[src/rtl/energy_accumulator.sv]
// Sums DATASPIN signed local energies per frame; total valid 1 cycle after last input, held (input stalled) until accepted.
// Optional ENERGY_MIN_TRACK_EN compiles in running-minimum tracking of transferred totals.
module energy_accumulator #(
  parameter int LOCAL_ENERGY_BIT = 16,
  parameter int DATASPIN         = 256,
  parameter int TOTAL_ENERGY_BIT = 32,
  parameter int FRAME_CNT_BIT    = 16
) (
  input  logic                               clk_i,
  input  logic                               rst_i,
  input  logic                               clear_i,
  input  logic                               energy_valid_i,
  output logic                               energy_ready_o,
  input  logic signed [LOCAL_ENERGY_BIT-1:0] energy_i,
  output logic                               total_valid_o,
  input  logic                               total_ready_i,
  output logic signed [TOTAL_ENERGY_BIT-1:0] total_energy_o,
  output logic        [FRAME_CNT_BIT-1:0]    frame_cnt_o,
  output logic signed [TOTAL_ENERGY_BIT-1:0] min_energy_o,
  output logic                               min_valid_o
);

  localparam int CNT_W = (DATASPIN > 2) ? $clog2(DATASPIN) : 1;
  localparam logic [CNT_W-1:0] LAST_SPIN = CNT_W'(DATASPIN - 1);

  typedef enum logic {ACCUM, HOLD} state_t;

  state_t                              r_state;
  state_t                              w_state_nxt;
  logic signed [TOTAL_ENERGY_BIT-1:0]  r_acc;
  logic        [CNT_W-1:0]             r_cnt;
  logic signed [TOTAL_ENERGY_BIT-1:0]  r_total;
  logic        [FRAME_CNT_BIT-1:0]     r_frame_cnt;
  logic signed [TOTAL_ENERGY_BIT-1:0]  w_energy_ext;
  logic signed [TOTAL_ENERGY_BIT-1:0]  w_acc_sum;
  logic                                w_in_xfer;
  logic                                w_out_xfer;
  logic                                w_last;

  assign w_energy_ext = {{(TOTAL_ENERGY_BIT-LOCAL_ENERGY_BIT){energy_i[LOCAL_ENERGY_BIT-1]}}, energy_i};
  assign w_acc_sum    = r_acc + w_energy_ext;

  // Handshakes are suppressed by clear_i so an aborted cycle never counts.
  always_comb begin
    w_state_nxt    = r_state;
    energy_ready_o = (r_state == ACCUM);
    total_valid_o  = (r_state == HOLD);
    w_in_xfer      = energy_valid_i && energy_ready_o && !clear_i;
    w_out_xfer     = total_valid_o && total_ready_i && !clear_i;
    w_last         = w_in_xfer && (r_cnt == LAST_SPIN);
    if (clear_i) begin
      w_state_nxt = ACCUM;
    end else begin
      case (r_state)
        ACCUM:   if (w_last)     w_state_nxt = HOLD;
        HOLD:    if (w_out_xfer) w_state_nxt = ACCUM;
        default: w_state_nxt = ACCUM;
      endcase
    end
  end

  always_ff @(posedge clk_i) begin
    if (rst_i) begin
      r_state <= ACCUM;
    end else begin
      r_state <= w_state_nxt;
    end
  end

  always_ff @(posedge clk_i) begin
    if (rst_i) begin
      r_acc       <= '0;
      r_cnt       <= '0;
      r_total     <= '0;
      r_frame_cnt <= '0;
    end else if (clear_i) begin
      r_acc <= '0;
      r_cnt <= '0;
    end else begin
      if (w_last) begin
        r_total <= w_acc_sum;
        r_acc   <= '0;
        r_cnt   <= '0;
      end else if (w_in_xfer) begin
        r_acc <= w_acc_sum;
        r_cnt <= r_cnt + CNT_W'(1);
      end
      if (w_out_xfer) begin
        r_frame_cnt <= r_frame_cnt + FRAME_CNT_BIT'(1);
      end
    end
  end

  assign total_energy_o = r_total;
  assign frame_cnt_o    = r_frame_cnt;

`ifdef ENERGY_MIN_TRACK_EN
  logic signed [TOTAL_ENERGY_BIT-1:0] r_min;
  logic                               r_min_vld;

  // Strict less-than: a tie keeps the earlier minimum.
  always_ff @(posedge clk_i) begin
    if (rst_i) begin
      r_min     <= '0;
      r_min_vld <= 1'b0;
    end else if (w_out_xfer && (!r_min_vld || (r_total < r_min))) begin
      r_min     <= r_total;
      r_min_vld <= 1'b1;
    end
  end

  assign min_energy_o = r_min;
  assign min_valid_o  = r_min_vld;
`else
  assign min_energy_o = '0;
  assign min_valid_o  = 1'b0;
`endif

endmodule

[config.mk]
export PLATFORM = sky130hd
export DESIGN_NAME = energy_accumulator
export DESIGN_NICKNAME = d
export VERILOG_FILES = /design/src/rtl/energy_accumulator.sv
export SDC_FILE = /design/constraint.sdc
export NUM_CORES = 1
export LEC_CHECK = 0
export ABC_AREA = 1
export BUFFER_PORTS_ARGS = -buffer_cell sky130_fd_sc_hd__buf_2
export CAP_MARGIN = 20
export CORE_AREA = 3 3 111 113
export DETAILED_ROUTE_END_ITERATION = 8
export DIE_AREA = 0 0 114 116
export GPL_TIMING_DRIVEN = 1
export PLACE_DENSITY = 0.8
export SLEW_MARGIN = 10
export SYNTH_ARGS = -nofsm -noshare
export SYNTH_HDL_FRONTEND = slang
export SYNTH_SLANG_ARGS = --single-unit
[constraint.sdc]
create_clock -name clk_i -period 2.5 [get_ports clk_i]
set_input_delay 0.375 -clock clk_i [delete_from_list [all_inputs] [get_ports clk_i]]
set_output_delay 0.375 -clock clk_i [all_outputs]
set_load 0.005 [all_outputs]
## Word-level counts from Yosys, hierarchy flattened

Cells that the tools add are included.

| word-level totals | value |
|---|---|
| register bits after elaboration | 89 |
| input port bits | 21 |
| logic and storage cells | 24 |

| operators by class | value |
|---|---|
| $add $sub $neg | 3 |
| equality and inequality tests | 1 |
| muxes and demuxes | 3 |
| bitwise gates (word level) | 2 |
| reductions and logical operators | 10 |

Operators by type and width:

| kind | count |
|---|---|
| adder 32 x 16 -> 32 bit | 1 |
| adder 16 x 1 -> 16 bit, second input constant | 1 |
| adder 8 x 1 -> 8 bit, second input constant | 1 |
| == test 8 bit, second input constant | 1 |
| logical AND 1 bit | 5 |
| AND reduction 2 bit | 2 |
| OR reduction 3 bit | 1 |
| 2-to-1 mux 1 bit | 2 |
| NOT 1 bit | 2 |
| case mux 1 bit (2 select lines) | 1 |
| OR reduction 2 bit | 1 |
| zero test 1 bit | 1 |

## Logic depth before layout (Yosys ltp)

Gate-level depths: netlist of run 1.

| depth | value |
|---|---|
| word-level depth | 6 |
| depth in mapped cells | 13 |

## Worst setup path after synthesis of run 1

OpenSTA, ideal clock, no wires.

| path | value |
|---|---|
| kind | input -> register |
| start | in energy_i[0] |
| end | reg r_acc[28] |
| library setup time | 0.109 ns |
| arrival time | 1.768 ns |
| required time | 2.391 ns |
| path slack | 0.623 ns |
| stages | 12 |
| buffers on the path | 0 |
| cell sequence | ha_1 -> fa_1 -> nand3_1 -> nand3_1 -> nand3_1 -> nand3_1 -> nand2_1 -> nand2_1 -> nand2_1 -> nand3_1 -> nand2_1 -> inv_1 |

| on the way | value |
|---|---|
| word-level cells in the longest chain between the ends | 1 |

Ends and longest elaborated chain:

| element | RTL line | text |
|---|---|---|
| start, declared | 14 | `input logic signed [LOCAL_ENERGY_BIT-1:0] energy_i,` |
| adder 32 x 16 -> 32 bit | 41 | `assign w_acc_sum = r_acc + w_energy_ext;` |
| end signal, assigned | 85 | `r_acc <= w_acc_sum;` |
| end, declared | 30 | `logic signed [TOTAL_ENERGY_BIT-1:0] r_acc;` |

Every way passes these cells.
A chain may end at the register's enable or synchronous reset.

## Final worst setup path of run 1

| path | value |
|---|---|
| start | reg r_acc[0] |
| end | reg r_acc[24] |

| on the way | value |
|---|---|
| word-level cells in the longest chain between the ends | 1 |

Ends and longest elaborated chain:

| element | RTL line |
|---|---|
| adder 32 x 16 -> 32 bit | 41 |

Every way passes these cells.

==> impl_metrics.yaml, run 1 <==
pwr:
  total_switching_power_w: 0.000920
  share_comb_of_total_power_pct: 13.8
  cellLeakagePower_nw: 4.06
  power.sequential.fraction_pct: 43.3
  p_per_area_mw_per_mm2: 479
  max-vdd-ir-drop_mv: 0.352
  switching_share_pct: 27.6
  intPower_w: 0.00242
  design_power_total_w: 0.00334
  clock_share_of_power_pct: 42.8
synthesis:
  yosys-top-cells-area: "sky130_fd_sc_hd__dfxtp_1, sky130_fd_sc_hd__nand2_1, sky130_fd_sc_hd__inv_1"
  number_of_unique_standard_cell_types_used_by_synthesis: 29
  syn_area_mm2: 0.00628
  synth_top_cell_area_share_pct: 28.4
  synth_largest_area_cell: "sky130_fd_sc_hd__dfxtp_1"
  yosys_warnings: 0
  postSynthAreaPerCell_um2: 5.94
  synth-seq-area-share_pct: 28.4
  ys_seq_elements: 89
  post_synthesis_cell_count: 1057
placed_design:
  portBuffers: 70
  place_congestion: 0.950
  dp_hpwl_um: 12100
cts:
  clock_sink_count: 89
  cts_buffer_depth: 2
  worst_skew_pair.late_latency_ns: 0.35
  cts_inserted_buffers: 9
  post-cts-setup-buffer-count: 0
  clock_tree.htree_level_count: 3
  cts_hold_buf: 0
  ctsRootBufferMaster: "sky130_fd_sc_hd__clkbuf_16"
  tritoncts_clock_tree: "yes"
  clkSlewWorstSetupHoldPaths_ns: 0.07
  postCtsResizedCells: 0
grt:
  antenna_found_initial: 0
  grt_pass1_vias: 5500
  grt_pass1_wl_um: 25800
  grt_overflow: 0
  pin_count_of_the_biggest_net_entering_global_routing: 37
  grt_usage_pct: 24.4
worst_setup_path:
  critical_path_class: "reg2reg"
  worst_ep_arrival_time_ns: 2.35
  critPathLaunchType: "flop"
  required_ns: 2.75
  worstSetupEndpointType: "flop"
  worstPathMaxFanout: 4
job:
  drv.max_cap_violation_count: 0
routing:
  first_drt_pass_iteration_count: 6
  wl_per_cell_um: 12.3
  vias_per_cell: 4.81
  route.vias.total: 6134
  route.final.wire_length_um: 15700
  first_iter_violations: 504
  antenna_violating_nets_post_route: 0
  post-route-drc-count: 0
floorplanning:
  floorplan.die.width_um: 114
  ioPinCount: 104
  num_rows: 39
  die_height_um: 116
  initial_core_utilization_pct: 55.0
  fp.dieArea_mm2: 0.0132
  fp.coreArea_mm2: 0.0114
sta:
  tightestPinTransition_ns: 0.637
  finalSetupViolCount: 0
  fin_setup_tns_ns: 0
  slew-limit-headroom_pct: 57.5
  timing_max_transition_violations_final: 0
  report.final.hold_viol_count: 0
  fin_skew_ns: 0.0105
  post_route_minimum_period_ns: 2.11
  final_clock_period_utilization_by_the_worst_path_pct: 84.2
  max_fclk_ghz: 0.475
  grt_setup_unrepaired: "false"
final_layout:
  antenna-diode-count: 0
  mostFrequentLayoutCells: "sky130_fd_sc_hd__nand2_1, sky130_fd_sc_hd__inv_1, sky130_fd_sc_hd__nor2_1, sky130_fd_sc_hd__dfxtp_1, sky130_fd_sc_hd__nand3_1"
  most_common_library_cell_in_the_layout_ignoring_fill_and_taps: "sky130_fd_sc_hd__nand2_1"
  final_layout_size_suffix_gt1_share_pct: 9.46
  filler_cell_count: 1149
  layout-area-overhead-vs-synth_pct: 11.0
  finalNetCount: 1181
hold_path:
  worstHoldPathType: "in2reg"
status:
  run_status: "finished clean"
cells in the mapped netlist:
master / number
sky130_fd_sc_hd__a21o_1: 3
sky130_fd_sc_hd__a21oi_1: 65
sky130_fd_sc_hd__a31oi_1: 1
sky130_fd_sc_hd__and2_1: 1
sky130_fd_sc_hd__buf_1: 2
sky130_fd_sc_hd__buf_2: 6
sky130_fd_sc_hd__buf_4: 35
sky130_fd_sc_hd__clkbuf_1: 10
sky130_fd_sc_hd__conb_1: 1
sky130_fd_sc_hd__dfxtp_1: 89
sky130_fd_sc_hd__fa_1: 1
sky130_fd_sc_hd__ha_1: 33
sky130_fd_sc_hd__inv_1: 217
sky130_fd_sc_hd__inv_2: 3
sky130_fd_sc_hd__nand2_1: 344
sky130_fd_sc_hd__nand3_1: 73
sky130_fd_sc_hd__nand3_2: 3
sky130_fd_sc_hd__nand4_1: 6
sky130_fd_sc_hd__nor2_1: 98
sky130_fd_sc_hd__nor2_2: 4
sky130_fd_sc_hd__nor3_1: 10
sky130_fd_sc_hd__nor3_2: 1
sky130_fd_sc_hd__nor3_4: 1
sky130_fd_sc_hd__nor3b_1: 3
sky130_fd_sc_hd__o211ai_1: 4
sky130_fd_sc_hd__o21ai_0: 21
sky130_fd_sc_hd__o21bai_1: 4
sky130_fd_sc_hd__xnor2_1: 10
sky130_fd_sc_hd__xor2_1: 8
through the flow:
stage                     utilization, %  hold WS, ns  setup slack [ns]  instances  area (um2)
after floorplan                        -        0.445             0.623       1089        6400
after global placement              58.3        0.449             0.269       1258        6660
after detailed placement            58.3        0.453             0.255       1258        6660
after CTS                           61.1        0.220             0.423       1274        6970
after global routing                61.1        0.238             0.234       1274        6970
final                               61.1        0.230             0.394       1274        6970
area by class of cell:
cell class                      count  area, um2  area share (%)
Multi-Input combinational cell    727       3460            49.6
Sequential cell                    89       1780            25.5
Inverter                          220        826            11.8
Timing Repair Buffer               79        418            5.99
Clock buffer                       11        253            3.62
Tap cell                          143        179            2.57
Clock inverter                      5       61.3           0.879
final timing paths:
kind | startpoint | end | slack [ns] | cells after the start
setup / recovery | r_acc[0]$_SDFFE_PP0P_ | r_acc[24]$_SDFFE_PP0P_ | 0.39 | 12
hold / removal | clear_i | total_valid_o$_SDFF_PP0_ | 0.23 | 2
setup reg to reg | r_acc[0]$_SDFFE_PP0P_ | r_acc[24]$_SDFFE_PP0P_ | 0.39 | 12
hold reg to reg | total_energy_o[1]$_SDFFE_PP0P_ | total_energy_o[1]$_SDFFE_PP0P_ | 0.46 | 2
power groups by stage:
| stage | Clock [W] | Sequential, W | Combinational [W] |
|---|---|---|---|
| after floorplan | 0 | 0.00147 | 0.000373 |
| after global placement | 0 | 0.00148 | 0.000447 |
| after detailed placement | 0 | 0.00148 | 0.000453 |
| after CTS | 0.00146 | 0.00145 | 0.000456 |
| after global routing | 0.00152 | 0.00145 | 0.000530 |
| final | 0.00143 | 0.00145 | 0.000462 |
cell families after synthesis:
group	count (synthesis)	synth area share, %
AO/OA/AOI/OAI	98	8.27
XOR/XNOR	18	2.51
adder cells (fa/ha/maj)	34	6.89
buffers and inverters	273	18.5
flip-flops	89	28.4
other	1	0.0597
AND/OR/NAND/NOR	544	35.4
registers in the layout (all words and copies together) (netlist names):
register        flops
r_cnt               8
frame_cnt_o        16
total_energy_o     32
total_valid_o       1
r_acc              32
worst max-delay path, stage by stage (launching register included):
cell and delay (ns):
sky130_fd_sc_hd__dfxtp_1 0.32, sky130_fd_sc_hd__ha_1 0.23, sky130_fd_sc_hd__fa_1 0.45, sky130_fd_sc_hd__nand3_1 0.11, sky130_fd_sc_hd__nand3_1 0.15, sky130_fd_sc_hd__nand2_1 0.10, sky130_fd_sc_hd__nand2_1 0.14, sky130_fd_sc_hd__nand3_1 0.15
sky130_fd_sc_hd__nand3_1 0.09, sky130_fd_sc_hd__nand2_1 0.08, sky130_fd_sc_hd__nand3_1 0.07, sky130_fd_sc_hd__nand2_1 0.08, sky130_fd_sc_hd__inv_1 0.03
layer usage:
metal | up-vias | track usage [%] | share of wire (%)
met3 | 35 | 3.13 | 6.3
met4 | 0 | 12.4 | 3.2
li1 | 3281 | - | -
met2 | 184 | 38.4 | 44
met1 | 2634 | 32.9 | 47
met5 | - | 0 | 0
Power figures use the tool's default switching activity.
==> inputs of run 2 (changes only) <==
Clock period 2.5 ns to 2.15 ns, I/O delays scaled along.
==> run 2 against run 1 <==
Net effect: global-route usage hardly changed; critical path depth is 1 lower; maximum frequency is 3.6% higher; setup slack worse by 0.28 ns; critical path type unchanged; highest routed layer unchanged; die area stayed put; register-to-register slack worse by 0.28 ns; power is 12% higher; wire length is 0.76% lower.
==> impl_metrics.yaml, run 2 (synthesis gave the netlist of run 1 again) <==
final_layout:
  most_common_library_cell_in_the_layout_ignoring_fill_and_taps: "sky130_fd_sc_hd__nand2_1"
  stdcell_count: 1286
  finalNetCount: 1193
  fin_util_pct: 61.7
  layout-area-overhead-vs-synth_pct: 12.1
  final_layout_size_suffix_gt1_share_pct: 10.6
  filler_cell_count: 1115
  mostFrequentLayoutCells: "sky130_fd_sc_hd__nand2_1, sky130_fd_sc_hd__inv_1, sky130_fd_sc_hd__nor2_1, sky130_fd_sc_hd__dfxtp_1, sky130_fd_sc_hd__nand3_1"
  antenna-diode-count: 0
floorplanning:
  fp.dieArea_mm2: 0.0132
  initial_core_utilization_pct: 55.0
  fp.coreArea_mm2: 0.0114
  num_rows: 39
  die_height_um: 116
  ioPinCount: 104
  floorplan.die.width_um: 114
placed_design:
  place_congestion: 1.01
  dpl.cell_count: 1270
  portBuffers: 70
  dp_hpwl_um: 12100
routing:
  antenna_violating_nets_post_route: 0
  post-route-drc-count: 0
  first_iter_violations: 547
  first_drt_pass_iteration_count: 5
  vias_per_cell: 4.83
  route.final.wire_length_um: 15600
  route.vias.total: 6216
  wl_per_cell_um: 12.1
sta:
  fin_skew_ns: 0.00398
  post_route_minimum_period_ns: 2.03
  slew-limit-headroom_pct: 56.7
  final_clock_period_utilization_by_the_worst_path_pct: 94.5
  max_fclk_ghz: 0.492
  holdWs_ns: 0.177
  fin_setup_tns_ns: 0
  tightestPinTransition_ns: 0.648
  report.final.hold_viol_count: 0
  finalSetupViolCount: 0
  timing_max_transition_violations_final: 0
  grt_setup_unrepaired: "false"
hold_path:
  worstHoldPathType: "in2reg"
grt:
  grt_usage_pct: 24.4
  antenna_found_initial: 0
  pin_count_of_the_biggest_net_entering_global_routing: 60
  grt_overflow: 0
  grt_pass1_vias: 5698
  grt_pass1_wl_um: 26000
worst_setup_path:
  worst_ep_arrival_time_ns: 2.28
  worstPathMaxFanout: 4
  critPathLaunchType: "flop"
  required_ns: 2.40
  worstSetupEndpointType: "flop"
  critical_path_class: "reg2reg"
  setup.reg_to_reg.worst_slack_ns: 0.12
status:
  run_status: "finished clean"
cts:
  cts_buffer_depth: 2
  cts_hold_buf: 0
  clock_sink_count: 89
  worst_skew_pair.late_latency_ns: 0.35
  clkSlewWorstSetupHoldPaths_ns: 0.06
  clock_tree.htree_level_count: 3
  tritoncts_clock_tree: "yes"
  cts_inserted_buffers: 9
  ctsRootBufferMaster: "sky130_fd_sc_hd__clkbuf_16"
pwr:
  cellLeakagePower_nw: 4.10
  p_per_area_mw_per_mm2: 531
  max-vdd-ir-drop_mv: 0.453
  design_power_total_w: 0.00374
job:
  drv.max_cap_violation_count: 0
-- run 2: critical path, stage by stage, from the launching register on --
cell                      delay [ns]
sky130_fd_sc_hd__dfxtp_1        0.32
sky130_fd_sc_hd__ha_1           0.35
sky130_fd_sc_hd__nand2_1        0.18
sky130_fd_sc_hd__inv_1          0.05
sky130_fd_sc_hd__nand2_1        0.06
sky130_fd_sc_hd__nand2_1        0.07
sky130_fd_sc_hd__a21oi_1        0.12
sky130_fd_sc_hd__nand2_1        0.15
sky130_fd_sc_hd__xnor2_1        0.42
sky130_fd_sc_hd__nand2_1        0.10
sky130_fd_sc_hd__nand2_1        0.08
sky130_fd_sc_hd__inv_1          0.03
-- run 2: per-layer routing --
layer  up-vias  track usage, %  wire (um)
met5         -               0          0
met4         0            9.26        382
met3        26            4.96        975
met2       176            39.2       6820
met1      2708            32.5       7430
li1       3306               -          -
-- run 2: final cells by class --
cell class                 instances  area, um2  area share, %
clock buffer                      10        239           3.39
sequential                        89       1780           25.3
clock inverter                     6       42.5          0.604
inverter                         220        826           11.7
tap                              143        179           2.54
multi-input combinational        727       3470           49.2
timing repair buffer              91        508           7.21
-- run 2: stage by stage --
stage	setup WS (ns)	area [um2]
finish	0.118	7040
global route	0.00399	7040
floorplan	0.326	6400
global placement	0.0394	6750
CTS	0.141	7030
detailed placement	0.0163	6750
-- run 2: worst paths after layout --
kind | from | end | cells after the start
max | r_acc[8]$_SDFFE_PP0P_ | total_energy_o[13]$_SDFFE_PP0P_ | 11
min | clear_i | total_valid_o$_SDFF_PP0_ | 2
max reg2reg | r_acc[8]$_SDFFE_PP0P_ | total_energy_o[13]$_SDFFE_PP0P_ | 11
min reg2reg | total_energy_o[1]$_SDFFE_PP0P_ | total_energy_o[1]$_SDFFE_PP0P_ | 2
-- run 2: what timing repair did --
action                                  CTS  global route
gates resized for setup                   0             2
buffers inserted                          0             0
endpoints found under the setup margin    0             8
-- run 2: power breakdown --
group	switching (W)	internal, W
Sequential	0.0000131	0.00167
Clock	0.000685	0.000817
Combinational	0.000372	0.000185
Total	0.00107	0.00267
==> inputs of run 3 (changes only) <==
Settings changed: ABC_AREA 1 to not set, CORE_AREA 3 3 111 113 to 3 3 103 105, DIE_AREA 0 0 114 116 to 0 0 106 108, MAX_ROUTING_LAYER set to met4, PLACE_DENSITY 0.8 to 0.81.
==> run 3 against run 2 <==
Net effect: the run now ends with setup timing left; register-to-register slack got worse by 0.78 ns; core utilization up 14 points; clock skew up 0.014 ns; non-clock buffer count rose by 105; critical path depth shrank 1; wire length is 18% higher; sequential power is essentially flat; global-route usage rose by 5.0 points; largest cell class unchanged; power down 5.7%; highest routed layer unchanged; cell area up 4.8%; final cell count shrank 23%.
==> impl_metrics.yaml, run 3 <==
status:
  run_status: "complete, but fails checks"
  failed_checks: "setup timing"
floorplanning:
  floorplan.die.width_um: 106
  num_rows: 36
  fp.coreArea_mm2: 0.00973
  ioPinCount: 104
  initial_core_utilization_pct: 54.7
  die_height_um: 108
  fp.dieArea_mm2: 0.0114
sta:
  timing_max_transition_violations_final: 0
  final_clock_period_utilization_by_the_worst_path_pct: 131
  fin_skew_ns: 0.0184
  grt_setup_unrepaired: "true"
  post_route_minimum_period_ns: 2.81
  report.final.hold_viol_count: 0
  holdWs_ns: 0.158
  worst_slack_ns: -0.660
  max_fclk_ghz: 0.356
  finalSetupViolCount: 43
pwr:
  intPower_w: 0.00242
  max-vdd-ir-drop_mv: 0.478
  power.sequential.fraction_pct: 47.6
  p_per_area_mw_per_mm2: 478
  switching_share_pct: 31.4
  design_power_total_w: 0.00353
  share_comb_of_total_power_pct: 21.0
  total_switching_power_w: 0.00111
  clock_share_of_power_pct: 31.4
  cellLeakagePower_nw: 3.17
final_layout:
  antenna-diode-count: 0
  most_common_library_cell_in_the_layout_ignoring_fill_and_taps: "sky130_fd_sc_hd__buf_4"
  layout-area-overhead-vs-synth_pct: 38.5
  finalNetCount: 905
  final_layout_size_suffix_gt1_share_pct: 36.0
  filler_cell_count: 637
  fin_util_pct: 75.8
  mostFrequentLayoutCells: "sky130_fd_sc_hd__buf_4, sky130_fd_sc_hd__nand2_1, sky130_fd_sc_hd__dfxtp_1, sky130_fd_sc_hd__buf_2, sky130_fd_sc_hd__a21oi_1"
routing:
  route.vias.total: 5868
  vias_per_cell: 5.94
  wl_per_cell_um: 18.6
  first_drt_pass_iteration_count: 5
  antenna_violating_nets_post_route: 0
  first_iter_violations: 461
  post-route-drc-count: 0
  route.final.wire_length_um: 18400
grt:
  grt_usage_pct: 29.4
  pin_count_of_the_biggest_net_entering_global_routing: 37
  grt_pass1_vias: 5576
  grt_overflow: 0
  antenna_found_initial: 0
  grt_pass1_wl_um: 26400
worst_setup_path:
  crit_slowest_cell: "sky130_fd_sc_hd__or4_4"
  critPathMaxStageDelay_ns: 0.54
  worstSetupEndpointType: "flop"
  worst_setup_path_startpoint: "r_acc[0]$_SDFFE_PP0P_"
  critical_path_class: "reg2reg"
  cp_num_buf_inv: 0
  critPathLaunchType: "flop"
  worstPathMaxFanout: 4
  worstPathCellList: "ha_4 > fa_2 > a21oi_4 > o211a_1 > or4_4 > a21boi_4 > nor2_2 > or3_4 > a2111oi_4 > a311o_1"
  worst_ep_arrival_time_ns: 3.14
  path_delay_family: "simple AND/OR/NAND/NOR gates"
  launch_point_of_the_worst_reg_to_reg_path: "r_acc[0]$_SDFFE_PP0P_"
  required_ns: 2.48
hold_path:
  worstHoldPathType: "in2reg"
  worst_hold_startpoint: "rst_i"
synthesis:
  yosys-top-cells-area: "sky130_fd_sc_hd__dfxtp_1, sky130_fd_sc_hd__nand2_1, sky130_fd_sc_hd__ha_1"
  postSynthAreaPerCell_um2: 7.84
  yosys.cell_count.top_type: "sky130_fd_sc_hd__nand2_1"
  synth_top_cell_area_share_pct: 33.5
  count_of_flip_flops_with_a_built_in_enable_after_synthesis: 0
  synth_largest_area_cell: "sky130_fd_sc_hd__dfxtp_1"
  ys_seq_elements: 89
  postSynth.asyncResetShare_pct: 0
  yosys_warnings: 0
  number_of_unique_standard_cell_types_used_by_synthesis: 61
  synthTopCellsByCount: "sky130_fd_sc_hd__nand2_1, sky130_fd_sc_hd__dfxtp_1, sky130_fd_sc_hd__a21oi_1"
  post_synthesis_cell_count: 679
  synth-seq-area-share_pct: 33.5
  ys.flop_type: "sky130_fd_sc_hd__dfxtp_1"
  syn_area_mm2: 0.00533
cts:
  clkSlewWorstSetupHoldPaths_ns: 0.10
  clock_sink_count: 89
  clock_tree.htree_level_count: 3
  worst_skew_pair.late_latency_ns: 0.39
  cts_inserted_buffers: 9
  ctsRootBufferMaster: "sky130_fd_sc_hd__clkbuf_8"
  tritoncts_clock_tree: "yes"
  cts_buffer_depth: 2
placed_design:
  place_congestion: 0.957
  portBuffers: 70
  dp_hpwl_um: 11400
job:
  drv.max_cap_violation_count: 0
[run 3: cell types whose count changed after synthesis, sizes merged, moves of 9 or more]
| cell | previous run | this run |
|---|---|---|
| nand2 | 344 | 117 |
| inv | 220 | 8 |
| nor2 | 102 | 50 |
| nand3 | 76 | 29 |
| clkbuf | 10 | 26 |
| a211oi | 0 | 13 |
| xor2 | 8 | 21 |
| a21oi | 65 | 77 |
| xnor2 | 10 | 21 |
| and3 | 0 | 9 |
[run 3: worst paths after layout]
check / end / slack (ns) / cells after the start
hold reg to reg: total_energy_o[27]$_SDFFE_PP0P_ / 0.45 / 2
hold / removal: r_cnt[6]$_SDFFE_PP0P_ / 0.16 / 2
setup reg to reg: total_energy_o[20]$_SDFFE_PP0P_ / -0.66 / 10
setup / recovery: total_energy_o[20]$_SDFFE_PP0P_ / -0.66 / 10
[run 3: layer usage]
layer	part of all wire, %	global-route usage, %	routed length (um)	vias up
met1	38	32.9	7040	2805
li1	-	-	-	2649
met5	0	-	0	-
met4	5.1	13.6	932	0
met3	6.5	5.61	1200	94
met2	50	51.1	9210	320
[run 3: timing repair]
item	CTS	global route
setup buffers	12	10
setup endpoints to repair	46	52
gates resized for setup	65	54
hold buffers	0	0
pin swaps	41	38
[run 3: area by class of cell]
cell class,count,area [um2],share of cell area (%)
Clock buffer,10,128,1.73
Inverter,8,30.0,0.407
Tap cell,133,166,2.26
Multi-Input combinational cell,546,3880,52.5
Clock inverter,6,48.8,0.661
Sequential cell,89,1790,24.3
Timing Repair Buffer,196,1340,18.1
[run 3: logic make-up (layout without fill, tap and decap cells)]
group | after synthesis | in the layout | share of synthesized area (%)
muxes | 5 | 5 | 0.963
adders and majority gates | 34 | 34 | 8.13
DFF | 89 | 89 | 33.5
other | 1 | 33 | 0.0704
and+or+nand+nor | 264 | 264 | 23.2
buffers and inverters | 76 | 220 | 7.87
xor gates and xnor gates | 42 | 42 | 6.91
AOI/OAI and AO/OA | 168 | 168 | 19.4
[run 3: power groups by stage]
stage / Clock, W / Combinational, W / Sequential [W]
floorplan: 0 / 0.000383 / 0.00171
global placement: 0 / 0.000560 / 0.00171
detailed placement: 0 / 0.000579 / 0.00172
CTS: 0.00112 / 0.000646 / 0.00168
global route: 0.00119 / 0.000784 / 0.00168
finish: 0.00111 / 0.000739 / 0.00168
[run 3: metrics by stage]
stage	TNS, ns	cell area, um2	instances	worst slack (ns)
after floorplan	-2.49	5570	711	-0.441
after global placement	-13.22	6530	957	-0.582
after detailed placement	-16.47	6530	957	-0.731
after CTS	-10.27	7080	983	-0.614
after global routing	-16.50	7380	988	-0.714
final	-12.41	7380	988	-0.660
[run 3: worst reg2reg max path, stage by stage, from the launching register on]
cell	delay [ns]
sky130_fd_sc_hd__dfxtp_2	0.37
sky130_fd_sc_hd__ha_4	0.15
sky130_fd_sc_hd__fa_2	0.25
sky130_fd_sc_hd__a21oi_4	0.08
sky130_fd_sc_hd__o211a_1	0.23
sky130_fd_sc_hd__or4_4	0.54
sky130_fd_sc_hd__a21boi_4	0.16
sky130_fd_sc_hd__nor2_2	0.06
sky130_fd_sc_hd__or3_4	0.41
sky130_fd_sc_hd__a2111oi_4	0.32
sky130_fd_sc_hd__a311o_1	0.17
